**src/rtl/fetch_pkg.sv**
```systemverilog
// Shared defaults, buffer entry type and address helper for the instruction fetch stage.
package fetch_pkg;

    localparam logic [31:0] FETCH_RESET_PC = 32'h0000_0000;
    localparam int unsigned FETCH_DEPTH    = 2;

    typedef struct packed {
        logic [31:0] instr;
        logic [31:0] pc;
    } fetch_entry_t;

    function automatic logic [31:0] word_align(input logic [31:0] addr);
        return addr & 32'hFFFF_FFFC;
    endfunction

endpackage

```
**src/rtl/fetch_if.sv**
```systemverilog
// Instruction-memory request/response bus and decode-side instruction handshake.
interface fetch_if;

    logic        imem_req;
    logic [31:0] imem_addr;
    logic        imem_gnt;
    logic        imem_rvalid;
    logic [31:0] imem_rdata;

    logic        instr_valid;
    logic        instr_ready;
    logic [31:0] instr;
    logic [31:0] instr_pc;
    logic [6:0]  opcode;
    logic [2:0]  funct3;
    logic        funct7;

    modport master (
        output imem_req, imem_addr,
        input  imem_gnt, imem_rvalid, imem_rdata,
        output instr_valid, instr, instr_pc, opcode, funct3, funct7,
        input  instr_ready
    );

    modport slave (
        input  imem_req, imem_addr,
        output imem_gnt, imem_rvalid, imem_rdata,
        input  instr_valid, instr, instr_pc, opcode, funct3, funct7,
        output instr_ready
    );

endinterface

```
**src/rtl/fetch_fifo.sv**
```systemverilog
// Instruction buffer: DEPTH-entry FIFO of {instr, pc} with flush that wins over push and pop.
module fetch_fifo
    import fetch_pkg::*;
#(
    parameter int unsigned DEPTH = FETCH_DEPTH
) (
    input  logic                   clk,
    input  logic                   rst,
    input  logic                   push,
    input  logic                   pop,
    input  logic                   flush,
    input  fetch_entry_t           wdata,
    output fetch_entry_t           rdata,
    output logic                   full,
    output logic                   empty,
    output logic [$clog2(DEPTH):0] count
);

    localparam int unsigned AW      = $clog2(DEPTH);
    localparam logic [AW:0] DEPTH_C = (AW+1)'(DEPTH);

    fetch_entry_t  mem_r [DEPTH];
    logic [AW-1:0] wptr_r;
    logic [AW-1:0] rptr_r;
    logic [AW:0]   count_r;
    logic          push_s;
    logic          pop_s;

    // Qualify requests: a push into a full buffer is accepted only alongside a pop.
    always_comb begin
        pop_s  = pop & ~empty;
        push_s = push & (~full | pop_s);
    end

    // Pointer, occupancy and storage update; flush only rewinds pointers.
    always_ff @(posedge clk or posedge rst) begin
        if (rst) begin
            for (int i = 0; i < int'(DEPTH); i++) begin
                mem_r[i] <= '0;
            end
            wptr_r  <= '0;
            rptr_r  <= '0;
            count_r <= '0;
        end else if (flush) begin
            wptr_r  <= '0;
            rptr_r  <= '0;
            count_r <= '0;
        end else begin
            if (push_s) begin
                mem_r[wptr_r] <= wdata;
                wptr_r        <= wptr_r + AW'(1);
            end
            if (pop_s) begin
                rptr_r <= rptr_r + AW'(1);
            end
            case ({push_s, pop_s})
                2'b10:   count_r <= count_r + (AW+1)'(1);
                2'b01:   count_r <= count_r - (AW+1)'(1);
                default: count_r <= count_r;
            endcase
        end
    end

    assign rdata = mem_r[rptr_r];
    assign empty = (count_r == '0);
    assign full  = (count_r == DEPTH_C);
    assign count = count_r;

endmodule

```
**src/rtl/fetch_stage.sv**
```systemverilog
// Instruction fetch stage: sequential PC, throttled memory requests, redirect flush with stale-response dropping.
module fetch_stage
    import fetch_pkg::*;
#(
    parameter logic [31:0] RESET_PC = FETCH_RESET_PC,
    parameter int unsigned DEPTH    = FETCH_DEPTH
) (
    input  logic        clk,
    input  logic        rst,
    input  logic        redirect,
    input  logic [31:0] redirect_pc,
    fetch_if.master     bus
);

    localparam int unsigned CW      = $clog2(DEPTH) + 1;
    localparam logic [CW:0] DEPTH_C = (CW+1)'(DEPTH);

    logic [31:0]   pc_r;
    logic [31:0]   pc_nxt_s;
    logic [CW-1:0] outstanding_r;
    logic [CW-1:0] outstanding_nxt_s;
    logic [CW-1:0] drop_r;
    logic [CW-1:0] drop_nxt_s;
    logic [CW-1:0] occupancy_s;
    logic [CW:0]   inflight_s;
    logic          grant_s;
    logic          resp_s;
    logic          keep_s;
    logic          pop_s;
    logic          empty_s;
    logic          full_s;
    fetch_entry_t  push_entry_s;
    fetch_entry_t  head_entry_s;

    // Request throttling and response steering. Kept responses always belong to the
    // contiguous run starting at the last redirect, so the oldest one sits outstanding words behind PC.
    always_comb begin
        inflight_s         = {1'b0, occupancy_s} + {1'b0, outstanding_r};
        bus.imem_req       = ~rst & ~redirect & ~full_s & (inflight_s < DEPTH_C);
        bus.imem_addr      = word_align(pc_r);
        grant_s            = bus.imem_req & bus.imem_gnt;
        resp_s             = bus.imem_rvalid & (outstanding_r != '0);
        keep_s             = resp_s & (drop_r == '0) & ~redirect;
        pop_s              = ~empty_s & bus.instr_ready & ~redirect;
        push_entry_s.instr = bus.imem_rdata;
        push_entry_s.pc    = pc_r - {{(30-CW){1'b0}}, outstanding_r, 2'b00};
    end

    // Next PC, outstanding and drop counts; a redirect drops whatever is still in flight after this cycle.
    always_comb begin
        outstanding_nxt_s = outstanding_r;
        pc_nxt_s          = pc_r;
        drop_nxt_s        = drop_r;
        if (grant_s & ~resp_s) begin
            outstanding_nxt_s = outstanding_r + CW'(1);
        end else if (~grant_s & resp_s) begin
            outstanding_nxt_s = outstanding_r - CW'(1);
        end else begin
            outstanding_nxt_s = outstanding_r;
        end
        if (redirect) begin
            pc_nxt_s   = word_align(redirect_pc);
            drop_nxt_s = outstanding_nxt_s;
        end else begin
            pc_nxt_s   = grant_s ? (pc_r + 32'd4) : pc_r;
            drop_nxt_s = (resp_s && (drop_r != '0)) ? (drop_r - CW'(1)) : drop_r;
        end
    end

    // Fetch state registers.
    always_ff @(posedge clk or posedge rst) begin
        if (rst) begin
            pc_r          <= word_align(RESET_PC);
            outstanding_r <= '0;
            drop_r        <= '0;
        end else begin
            pc_r          <= pc_nxt_s;
            outstanding_r <= outstanding_nxt_s;
            drop_r        <= drop_nxt_s;
        end
    end

    fetch_fifo #(
        .DEPTH (DEPTH)
    ) u_fifo (
        .clk   (clk),
        .rst   (rst),
        .push  (keep_s),
        .pop   (pop_s),
        .flush (redirect),
        .wdata (push_entry_s),
        .rdata (head_entry_s),
        .full  (full_s),
        .empty (empty_s),
        .count (occupancy_s)
    );

    assign bus.instr_valid = ~empty_s;
    assign bus.instr       = head_entry_s.instr;
    assign bus.instr_pc    = head_entry_s.pc;
    assign bus.opcode      = head_entry_s.instr[6:0];
    assign bus.funct3      = head_entry_s.instr[14:12];
    assign bus.funct7      = head_entry_s.instr[30];

endmodule

```
**src/flat_wrapper.sv**
```systemverilog
// flat-port wrapper written by rule: the top's interface ports become plain ports
module fetch_stage_flat import fetch_pkg::*;
#(
    parameter logic [31:0] RESET_PC = FETCH_RESET_PC,
    parameter int unsigned DEPTH    = FETCH_DEPTH
)
  (clk, rst, redirect, redirect_pc, bus_imem_req, bus_imem_addr, bus_imem_gnt, bus_imem_rvalid, bus_imem_rdata, bus_instr_valid, bus_instr, bus_instr_pc, bus_opcode, bus_funct3, bus_funct7, bus_instr_ready);
  fetch_if bus_i ();
  input  logic clk;
  input  logic rst;
  input  logic redirect;
  input  logic [31:0] redirect_pc;
  output wire logic [$bits(bus_i.imem_req)-1:0] bus_imem_req;
  output wire logic [$bits(bus_i.imem_addr)-1:0] bus_imem_addr;
  input wire logic [$bits(bus_i.imem_gnt)-1:0] bus_imem_gnt;
  input wire logic [$bits(bus_i.imem_rvalid)-1:0] bus_imem_rvalid;
  input wire logic [$bits(bus_i.imem_rdata)-1:0] bus_imem_rdata;
  output wire logic [$bits(bus_i.instr_valid)-1:0] bus_instr_valid;
  output wire logic [$bits(bus_i.instr)-1:0] bus_instr;
  output wire logic [$bits(bus_i.instr_pc)-1:0] bus_instr_pc;
  output wire logic [$bits(bus_i.opcode)-1:0] bus_opcode;
  output wire logic [$bits(bus_i.funct3)-1:0] bus_funct3;
  output wire logic [$bits(bus_i.funct7)-1:0] bus_funct7;
  input wire logic [$bits(bus_i.instr_ready)-1:0] bus_instr_ready;
  assign bus_imem_req = bus_i.imem_req;
  assign bus_imem_addr = bus_i.imem_addr;
  assign bus_i.imem_gnt = bus_imem_gnt;
  assign bus_i.imem_rvalid = bus_imem_rvalid;
  assign bus_i.imem_rdata = bus_imem_rdata;
  assign bus_instr_valid = bus_i.instr_valid;
  assign bus_instr = bus_i.instr;
  assign bus_instr_pc = bus_i.instr_pc;
  assign bus_opcode = bus_i.opcode;
  assign bus_funct3 = bus_i.funct3;
  assign bus_funct7 = bus_i.funct7;
  assign bus_i.instr_ready = bus_instr_ready;
  fetch_stage #(.RESET_PC(RESET_PC), .DEPTH(DEPTH)) u_core (.clk(clk), .rst(rst), .redirect(redirect), .redirect_pc(redirect_pc), .bus(bus_i));
endmodule
```
**config.mk**
```make
export PLATFORM = sky130hd
export DESIGN_NAME = fetch_stage_flat
export DESIGN_NICKNAME = d
export VERILOG_FILES = /design/src/rtl/fetch_pkg.sv /design/src/rtl/fetch_if.sv /design/src/rtl/fetch_fifo.sv /design/src/rtl/fetch_stage.sv /design/src/flat_wrapper.sv
export SDC_FILE = /design/constraint.sdc
export NUM_CORES = 1
export LEC_CHECK = 0
export ABC_CLOCK_PERIOD_IN_PS = 5800
export CORE_ASPECT_RATIO = 2
export CORE_UTILIZATION = 52
export CTS_CLUSTER_SIZE = 8
export DETAILED_ROUTE_END_ITERATION = 8
export HOLD_SLACK_MARGIN = 0.03
export PLACE_DENSITY = 0.81
export SETUP_SLACK_MARGIN = 0.02
export SYNTH_ARGS = -nofsm -noshare
export SYNTH_HDL_FRONTEND = slang
export SYNTH_HIERARCHICAL = 1
export SYNTH_SLANG_ARGS = --single-unit
```
**constraint.sdc**
```tcl
create_clock -name clk -period 5.8 [get_ports clk]
set_clock_uncertainty 0.15 [all_clocks]
set_input_delay 0.58 -clock clk [delete_from_list [all_inputs] [get_ports clk]]
set_output_delay 0.58 -clock clk [all_outputs]
set_load 0.01 [all_outputs]
```
# Yosys cells after proc, flatten, opt, wreduce, memory -nomap -nowiden
# Cells that the tools add are included.
[word_totals] reg_bits=168
[classes] addsub=10 eq_ne=3 n_bitwise=22 n_mux=18 n_lt_le_gt_ge=4 n_reduce_logical=12
[op_table] cell="$mux W64" n=4
[op_table] cell="$bwmux W128" n=1
[op_table] cell="$demux W64 S1" n=1
[op_table] cell="$mux W32" n=2
[op_table] cell="$add A32 B3 Y32 const B" n=1
[op_table] cell="$sub A32 B4 Y32" n=1
[op_table] cell="$and A1 B1 Y1" n=13
[op_table] cell="$reduce_bool A2 Y1" n=6
[op_table] cell="$mux W2" n=5
[op_table] cell="$not A1 Y1" n=6
[op_table] cell="$sub A2 B1 Y2 const B" n=3
[op_table] cell="$add A2 B1 Y2 const B" n=2
[op_table] cell="$eq A2 B2 Y1 const B" n=2
[op_table] cell="$ge A2 B2 Y1 const B" n=2
[op_table] cell="$logic_not A2 Y1" n=2
[op_table] cell="$mux W1" n=4
[op_table] cell="$not A1 Y2" n=2
[op_table] cell="$pmux W2 S2" n=1
[op_table] cell="$add A2 B2 Y3" n=1
[op_table] cell="$lt A3 B2 Y1 const B" n=1
[op_table] cell="$reduce_bool A3 Y1" n=1
[op_table] cell="$add A1 B1 Y1 const B" n=2
[op_table] cell="$eq A2 B1 Y1 const B" n=1
[op_table] cell="$logic_and A1 B1 Y1" n=2
[op_table] cell="3 further kinds" n=3

# Longest topological paths before layout
# Gate-level depths: netlist (run 1).
[depth] ltp_word=10 depth_mapped=9 mapped_depth_nobuf=9

# Hierarchy
# Netlist (run 1), hierarchy kept.
[modules_own_cells] mod="fetch_fifo" instances=1 seq_area_each_um2=3303.2 cells_per_inst=366 area_per_inst_um2=5918.2
[modules_own_cells] mod="fetch_stage" instances=1 seq_area_each_um2=850.8 cells_per_inst=368 area_per_inst_um2=2946.6

# Worst setup path before layout (run 1)
# OpenSTA, ideal clock, no wires.
[synth_timing] path_kind="input-to-reg" from="input port redirect" to="register u_core/u_fifo/mem_r[100] (netlist bit)" arrival_time_ns=2.853 setup_slack_ns=2.671 cell_stages=9 path_cell_list="clkbuf_1 buf_1 buf_1 nor3b_1 nor3b_1 or4b_4 buf_6 buf_6 mux2_4"
[synth_between] elab_chain_cells=6 word_cells_on_any_way=7 classes_between="6 x bitwise; 1 x reduce/logical"
[synth_rtl] item="start: declaration" line="flat_wrapper.sv:11" text="input logic redirect;"
[synth_rtl] item="$not A1 Y1 (no source line)"
[synth_rtl] item="$and A1 B1 Y1" line="fetch_stage.sv:44" text="pop_s = ~empty_s & bus.instr_ready & ~redirect;"
[synth_rtl] item="named net u_core.pop_s" line="fetch_stage.sv:29" text="logic pop_s;"
[synth_rtl] item="$and A1 B1 Y1" line="fetch_fifo.sv:31" text="pop_s = pop & ~empty;"
[synth_rtl] item="$or A1 B1 Y1" line="fetch_fifo.sv:32" text="push_s = push & (~full | pop_s);"
[synth_rtl] item="$and A1 B1 Y1" line="fetch_fifo.sv:32"
[synth_rtl] item="$reduce_and A2 Y1 (no source line)"
[synth_rtl] item="end signal: indexed assignment" line="fetch_fifo.sv:50" text="mem_r[wptr_r] <= wdata;"
[synth_rtl] item="end: declaration" line="fetch_fifo.sv:22" text="fetch_entry_t mem_r [DEPTH];"
# The timed path passes the listed nets, and every way through them passes these cells.
# A chain may end at the register's enable or synchronous reset.

# Worst setup path after layout (run 1)
[layout_timing] from="register u_core.outstanding_r[1]" to="register u_core/u_fifo/mem_r[83] (netlist bit)"
[layout_between] elab_chain_cells=6 word_cells_on_any_way=8 classes_between="1 x add/sub; 1 x mux; 4 x bitwise; 2 x reduce/logical"
[layout_rtl] item="start: declaration" line="fetch_stage.sv:20" text="logic [CW-1:0] outstanding_r;"
[layout_rtl] item="start signal: assignment" line="fetch_stage.sv:78" text="outstanding_r <= outstanding_nxt_s;"
[layout_rtl] item="$reduce_bool A2 Y1" line="fetch_stage.sv:42" text="resp_s = bus.imem_rvalid & (outstanding_r != '0);"
[layout_rtl] item="$and A1 B1 Y1" line="fetch_stage.sv:42"
[layout_rtl] item="$and A1 B1 Y1 (2 in series)" line="fetch_stage.sv:43" text="keep_s = resp_s & (drop_r == '0) & ~redirect;"
[layout_rtl] item="named net u_core.keep_s" line="fetch_stage.sv:28" text="logic keep_s;"
[layout_rtl] item="$and A1 B1 Y1" line="fetch_fifo.sv:32"
[layout_rtl] item="$reduce_and A2 Y1 (no source line)"
# The timed path passes the listed nets, and every way through them passes these cells.

==> results.tsv, run 1 <==
stage	metric	value	unit
grt	grt_pass1_vias	6444	
detailed_routing	drt-vias-per-instance	5.70	
clocking	post-cts-setup-buffers	0	
grt	grt_pass1_wl	33.0	mm
layout	fin_util	0.670	
critical_path	worstPathRequired	5.96	ns
critical_path	worst_path_max_delay_cell	or4b_4	
synth	synth-seq-cells	166	
placement	routabilityCongestion	0.900	
critical_path	cp_max_fo	42	
critical_path	r2r_cells	7	
detailed_routing	vias	6262	
die	ios	179	
clocking	cts_tree	built	
die	dieArea	17600	µm²
clocking	ctsResizeCount	0	
layout	multiInputGateArea	4330	µm²
timing	worst_pin_slew	1.02	ns
die	start_util	0.531	
placement	hpwl	13.9	mm
critical_path	arrival	3.74	ns
timing	period_share	0.618	
clocking	root_buffer	clkbuf_16	
detailed_routing	finalWirelength	20.4	mm
hold_path	holdCritPathClass	input pin to asynchronous set/reset pin	
synth	syn_inst	734	
timing	finalSetupViolations	0	
timing	rsz0062_at_grt	false	
layout	fin_nets	956	
timing	layout_min_cycle_time	3.58	ns
layout	layout_common_cells	173 x clkdlybuf4s50_1, 165 x dfrtp_1, 143 x mux2_2	
clocking	htree_levels	4	
synth	synth_flop_cell	dfrtp_1	
critical_path	crit_chain	inv_1 -> ha_1 -> nand2b_1 -> nor3b_1 -> or4b_4 -> buf_4 -> mux2_4	
power	p_leak	5.05	nW
clocking	cts-buffers-inserted	17	
layout	final.fill_count	1262	
layout	diodes	0	
timing	fmax	0.279	GHz
timing	fin_tns_setup	0	ns
synth	syn_area_per_cell	12.1	µm²
die	die_y	187	µm
synth	ys_warn_count	6	
grt	grt_use_total	0.243	
clocking	numClockSinks	166	
die	row_count	67	
grt	antenna_found_initial	0	
detailed_routing	wl_per_cell	18.6	µm
power	p_per_area	402	nW/µm²
detailed_routing	post-route-drc-count	0	
clocking	clock_path_buffers	2	
power	ir_worst_vdd	209	µV
timing	slew_violations	0	
synth	synth_area	8860	µm²
critical_path	start_kind	flop	
critical_path	criticalPathCategory	flop to flop	
timing	hold_viol_final	0	
grt	grt_max_degree	83	
synth	synthArstFlopShare	1.00	
clocking	ctsHoldBuffers	0	
timing	maxSlewHeadroom	0.323	
grt	overflow	0	
synth	ys_types	58	
critical_path	cpPeakStageDelay	0.90	ns
clocking	clkTransAtPathRegs	0.07	ns
synth	ys_seq_area_frac	0.469	
layout	regArea	4160	µm²
layout	final_common_cell	clkdlybuf4s50_1	
detailed_routing	firstDrtPassIters	5	
die	fp.dieW	94.3	µm
die	fp.coreArea	16700	µm²
synth	synth_edf_count	0	
run	drv_cap	0	
layout	layout-area-overhead-vs-synth	26.1	%
layout	drive_above_1_share	0.283	
detailed_routing	drt-initial-drc-count	303	
critical_path	cp-end-kind	flop	
clocking	clk_latency	0.43	ns
status	status	finished clean	
placement	io_buffer_count	174	
detailed_routing	ant_nets	0	
-- worst paths after layout --
path | from | slack [ns] | to
min in group clk | u_core/u_fifo/mem_r[32] | 0.35 | u_core/u_fifo/mem_r[32]
worst min register to register | u_core/u_fifo/mem_r[32] | 0.35 | u_core/u_fifo/mem_r[32]
worst max register to register | u_core/outstanding_r[1] | 2.22 | u_core/u_fifo/mem_r[83]
worst max-delay path | u_core/outstanding_r[1] | 2.22 | u_core/u_fifo/mem_r[83]
worst min-delay path | rst | 0.35 | u_core/outstanding_r[1]
max in group asynchronous | rst | 3.52 | u_core/u_fifo/mem_r[123]
-- cell type report --
type,instances,area share
Multi-Input combinational cell,496,0.387
Clock inverter,15,0.0131
Inverter,15,0.00526
Timing Repair Buffer,183,0.161
Sequential cell,166,0.372
Tap cell,207,0.0232
Clock buffer,17,0.0381
-- where the power goes --
part	internal (W)	leakage [nW]	switching, W	total, W
clock network	0.000600	0.268	0.000499	0.00110
registers	0.00147	2.16	0.000231	0.00170
logic	0.00106	2.62	0.000636	0.00170
total	0.00313	5.05	0.00137	0.00449
-- critical path: cells and delay by family, from the launching register on --
| kind | cells | cell delay (ns) |
|---|---|---|
| buf+inv | 2 | 0.48 |
| fa+ha+maj | 1 | 0.18 |
| mux | 1 | 0.32 |
| flops | 1 | 0.48 |
| simple gates | 3 | 1.79 |
-- layer usage --
layer  share of wire  track usage
met5               0            0
met4           0.028        0.108
met3           0.048       0.0452
met2            0.53        0.423
met1            0.39        0.282
-- synthesized netlist by cell type, types with 4 or more instances --
cell type	number	area, µm²
nand4_1	11	68.8
o211ai_1	6	45.0
nor2b_1	7	43.8
mux2_4	49	736
xor2_1	23	201
ha_1	5	62.6
nor3b_1	9	67.6
or3_1	8	50.1
clkbuf_1	26	97.6
and3_1	6	37.5
dfrtp_1	166	4150
inv_1	15	56.3
nor4_1	4	25.0
a221o_1	5	50.1
buf_2	11	55.1
nor3_2	5	50.1
o21ai_0	23	115
nand3_1	24	120
mux2i_1	4	40.0
a21oi_1	12	60.1
nor3_1	11	55.1
nor2_1	29	109
nand2_1	43	161
nand2b_1	7	43.8
o311ai_0	4	35.0
mux2_2	143	1610
xnor2_1	13	114
buf_4	13	97.6
buf_6	7	78.8
-- through the flow --
| step | hold slack (ns) | power, W | instances | setup WS [ns] | area, µm² |
|---|---|---|---|---|---|
| global placement | 0.333 | 0.00337 | 1067 | 2.06 | 10600 |
| detailed placement | 0.341 | 0.00342 | 1067 | 2.02 | 10600 |
| floorplan | 0.325 | 0.00268 | 739 | 1.54 | 8880 |
| finish | 0.352 | 0.00449 | 1099 | 2.22 | 11200 |
| global route | 0.363 | 0.00473 | 1099 | 2.03 | 11200 |
| CTS | 0.347 | 0.00454 | 1099 | 2.24 | 11200 |
-- cells by family (layout without fill, tap and decap cells) --
| kind of cell | Yosys count | after routing | synth area share |
|---|---|---|---|
| buffers and inverters | 77 | 230 | 0.0459 |
| XOR/XNOR | 36 | 36 | 0.0356 |
| other | 1 | 6 | 0.000423 |
| multiplexers | 196 | 196 | 0.269 |
| AO/OA/AOI/OAI | 64 | 64 | 0.0484 |
| AND/OR/NAND/NOR | 186 | 186 | 0.119 |
| adder cells (fa/ha/maj) | 8 | 8 | 0.0127 |
| flip-flops | 166 | 166 | 0.469 |
-- registers in the layout, summed over array words and instances, names as in the netlist --
signal	cells
u_core/pc_r	30
u_core/drop_r	2
u_core/outstanding_r	2
u_core/u_fifo/count	2
u_core/u_fifo/mem_r	128
u_core/u_fifo/rptr_r	1
u_core/u_fifo/wptr_r	1
(Power assumes the default switching activity.)
==> inputs of run 2 (changes only) <==
- ABC_CLOCK_PERIOD_IN_PS: 5800 -> 3700
- clock period: 5.8 -> 3.7 ns (I/O delays scaled with it)
==> run 2 against run 1 <==
- design area is 1.1% higher
- global-route usage up 0.66 points
- power grew 59%
- non-clock buffer count increased by 10
- first-iteration DRC count rose by 9.2%
- worst setup slack worse by 1.5 ns
- die area is the same
- count of clock-buffer cells in the layout up 3
- sequential power increased by 56%
- hold slack got worse by 0.16 ns
- flip-flop and latch count did not move
- combinational power increased by 58%
==> results.tsv, run 2 (same netlist as run 1, synthesis figures left out) <==
stage	metric	value	unit	change
power	ir_worst_vdd	304	µV	was 209 µV
clocking	numClockSinks	166		unchanged
power	combPwrFrac	0.374		was 0.378
layout	final.fill_count	1242		was 1262
die	ios	179		unchanged
critical_path	criticalPathCategory	flop to output pin		was flop to flop
layout	layout_common_cells	173 x clkdlybuf4s50_1, 165 x dfrtp_1, 143 x mux2_2		unchanged
clocking	clk_latency	0.42	ns	was 0.43 ns
timing	maxSlewHeadroom	0.513		was 0.323
grt	overflow	0		unchanged
layout	top_regs	u_core/u_fifo/mem_r: 128 flops, u_core/pc_r: 30 flops		unchanged
power	p_total	0.00716	W	was 0.00449 W
layout	final_common_cell	clkdlybuf4s50_1		unchanged
status	status	finished clean		unchanged
power	internal_power	0.00510	W	was 0.00313 W
detailed_routing	wl_per_cell	19.0	µm	was 18.6 µm
detailed_routing	vias	6318		was 6262
clocking	post-cts-setup-buffers	0		unchanged
timing	hold_viol_final	0		unchanged
timing	period_share	0.819		
grt	grt_pass1_wl	33.9	mm	was 33.0 mm
layout	diodes	0		unchanged
clocking	ctsResizeCount	0		unchanged
timing	layout_min_cycle_time	3.03	ns	
detailed_routing	ant_nets	0		unchanged
timing	rsz0062_at_grt	false		unchanged
die	die_y	187	µm	unchanged
power	power_frac_clock	0.255		was 0.245
critical_path	cp-end-kind	output pin		was flop
layout	fin_nets	966		was 956
critical_path	worstPathRequired	3.18	ns	was 5.96 ns
timing	slew_violations	0		unchanged
die	fp.coreArea	16700	µm²	unchanged
layout	layout-area-overhead-vs-synth	27.5	%	was 26.1%
clocking	clkTransAtPathRegs	0.06	ns	was 0.07 ns
critical_path	reg2reg_to	u_core/pc_r[22]		was u_core/u_fifo/mem_r[83]
die	row_count	67		unchanged
layout	drive_above_1_share	0.286		was 0.283
power	p_per_area	634	nW/µm²	was 402 nW/µm²
grt	antenna_found_initial	0		unchanged
die	start_util	0.531		unchanged
die	dieArea	17600	µm²	unchanged
critical_path	start_kind	flop		unchanged
timing	fin_tns_setup	0	ns	unchanged
clocking	cts_tree	built		unchanged
detailed_routing	drt-initial-drc-count	331		was 303
timing	finalSetupViolations	0		unchanged
power	seqPwrFrac	0.371		was 0.378
power	switching_share	0.288		was 0.304
grt	grt_max_degree	68		was 83
run	drv_cap	0		unchanged
power	power.switching	0.00206	W	was 0.00137 W
placement	routabilityCongestion	0.924		was 0.900
detailed_routing	finalWirelength	21.0	mm	was 20.4 mm
critical_path	regToRegSetupSlack	0.76	ns	was 2.22 ns
power	p_leak	5.13	nW	was 5.05 nW
layout	largest-register	u_core/u_fifo/mem_r		unchanged
grt	grt_use_total	0.249		was 0.243
critical_path	r2r_cells	7		unchanged
grt	grt_pass1_vias	6695		was 6444
critical_path	arrival	2.51	ns	was 3.74 ns
critical_path	cp_max_fo	8		was 42
clocking	clock_path_buffers	2		unchanged
timing	worst_pin_slew	0.724	ns	was 1.02 ns
clocking	ctsHoldBuffers	0		unchanged
critical_path	r2r-start	u_core/u_fifo/count[0]		was u_core/outstanding_r[1]
placement	hpwl	14.6	mm	was 13.9 mm
detailed_routing	post-route-drc-count	0		unchanged
placement	io_buffer_count	174		unchanged
hold_path	holdCritPathClass	input pin to asynchronous set/reset pin		unchanged
die	fp.dieW	94.3	µm	unchanged
clocking	root_buffer	clkbuf_16		unchanged
timing	fmax	0.330	GHz	
clocking	htree_levels	4		unchanged
detailed_routing	firstDrtPassIters	4		was 5
layout	largest_register_ffs	128		unchanged
detailed_routing	drt-vias-per-instance	5.71		was 5.70
clocking	cts-buffers-inserted	17		unchanged
-- run 2: metrics by stage --
step	hold slack [ns]	setup WS, ns	utilization	area, µm²	cells
finish	0.194	0.669	0.677	11300	1107
global route	0.210	0.599	0.677	11300	1107
detailed placement	0.340	0.627	0.642	10700	1077
floorplan	0.286	0.781	-	8890	739
global placement	0.333	0.648	0.642	10700	1077
CTS	0.177	0.670	0.677	11300	1107
-- run 2: worst max-delay path, cell delays in order (launching register included) --
cell,delay (ns)
dfrtp_1,0.45
and2_1,0.19
fa_1,0.44
nor3_1,0.30
and2_1,0.19
clkdlybuf4s50_1,0.53
-- run 2: routing by layer --
metal  GRT usage  part of all wire
met2       0.453              0.54
met5           0                 0
met1       0.276              0.38
met4       0.105             0.029
met3      0.0444             0.048
-- run 2: power groups by stage --
| stage | clock [W] | combinational (W) | sequential, W |
|---|---|---|---|
| 5_1_grt | 0.00195 | 0.00287 | 0.00273 |
| 6_report | 0.00182 | 0.00268 | 0.00266 |
| 4_1_cts | 0.00187 | 0.00271 | 0.00266 |
| 3_3_place_gp | 0 | 0.00264 | 0.00265 |
| 2_1_floorplan | 0 | 0.00164 | 0.00255 |
| 3_5_place_dp | 0 | 0.00270 | 0.00268 |
-- run 2: cell type report --
class / count / area [µm²] / share of cell area
Clock inverter: 10 / 156 / 0.0138
Tap cell: 207 / 259 / 0.0229
Sequential cell: 166 / 4160 / 0.368
Inverter: 15 / 60.1 / 0.00531
Timing Repair Buffer: 193 / 1900 / 0.169
Multi-Input combinational cell: 496 / 4330 / 0.383
Clock buffer: 20 / 437 / 0.0386
-- run 2: worst max path at each step --
| stage | to | from | depth (start not counted) | slack [ns] |
|---|---|---|---|---|
| finish | bus_imem_req | u_core/u_fifo/count[0] | 5 | 0.67 |
| global route | bus_imem_req | u_core/u_fifo/count[0] | 5 | 0.60 |
| CTS | bus_instr_pc[21] | u_core/u_fifo/rptr_r | 3 | 0.67 |
| detailed placement | u_core/u_fifo/mem_r[119] | bus_instr_ready | 7 | 0.63 |
| global placement | u_core/u_fifo/mem_r[123] | bus_instr_ready | 7 | 0.65 |
| floorplan | u_core/u_fifo/mem_r[100] | redirect | 9 | 0.78 |
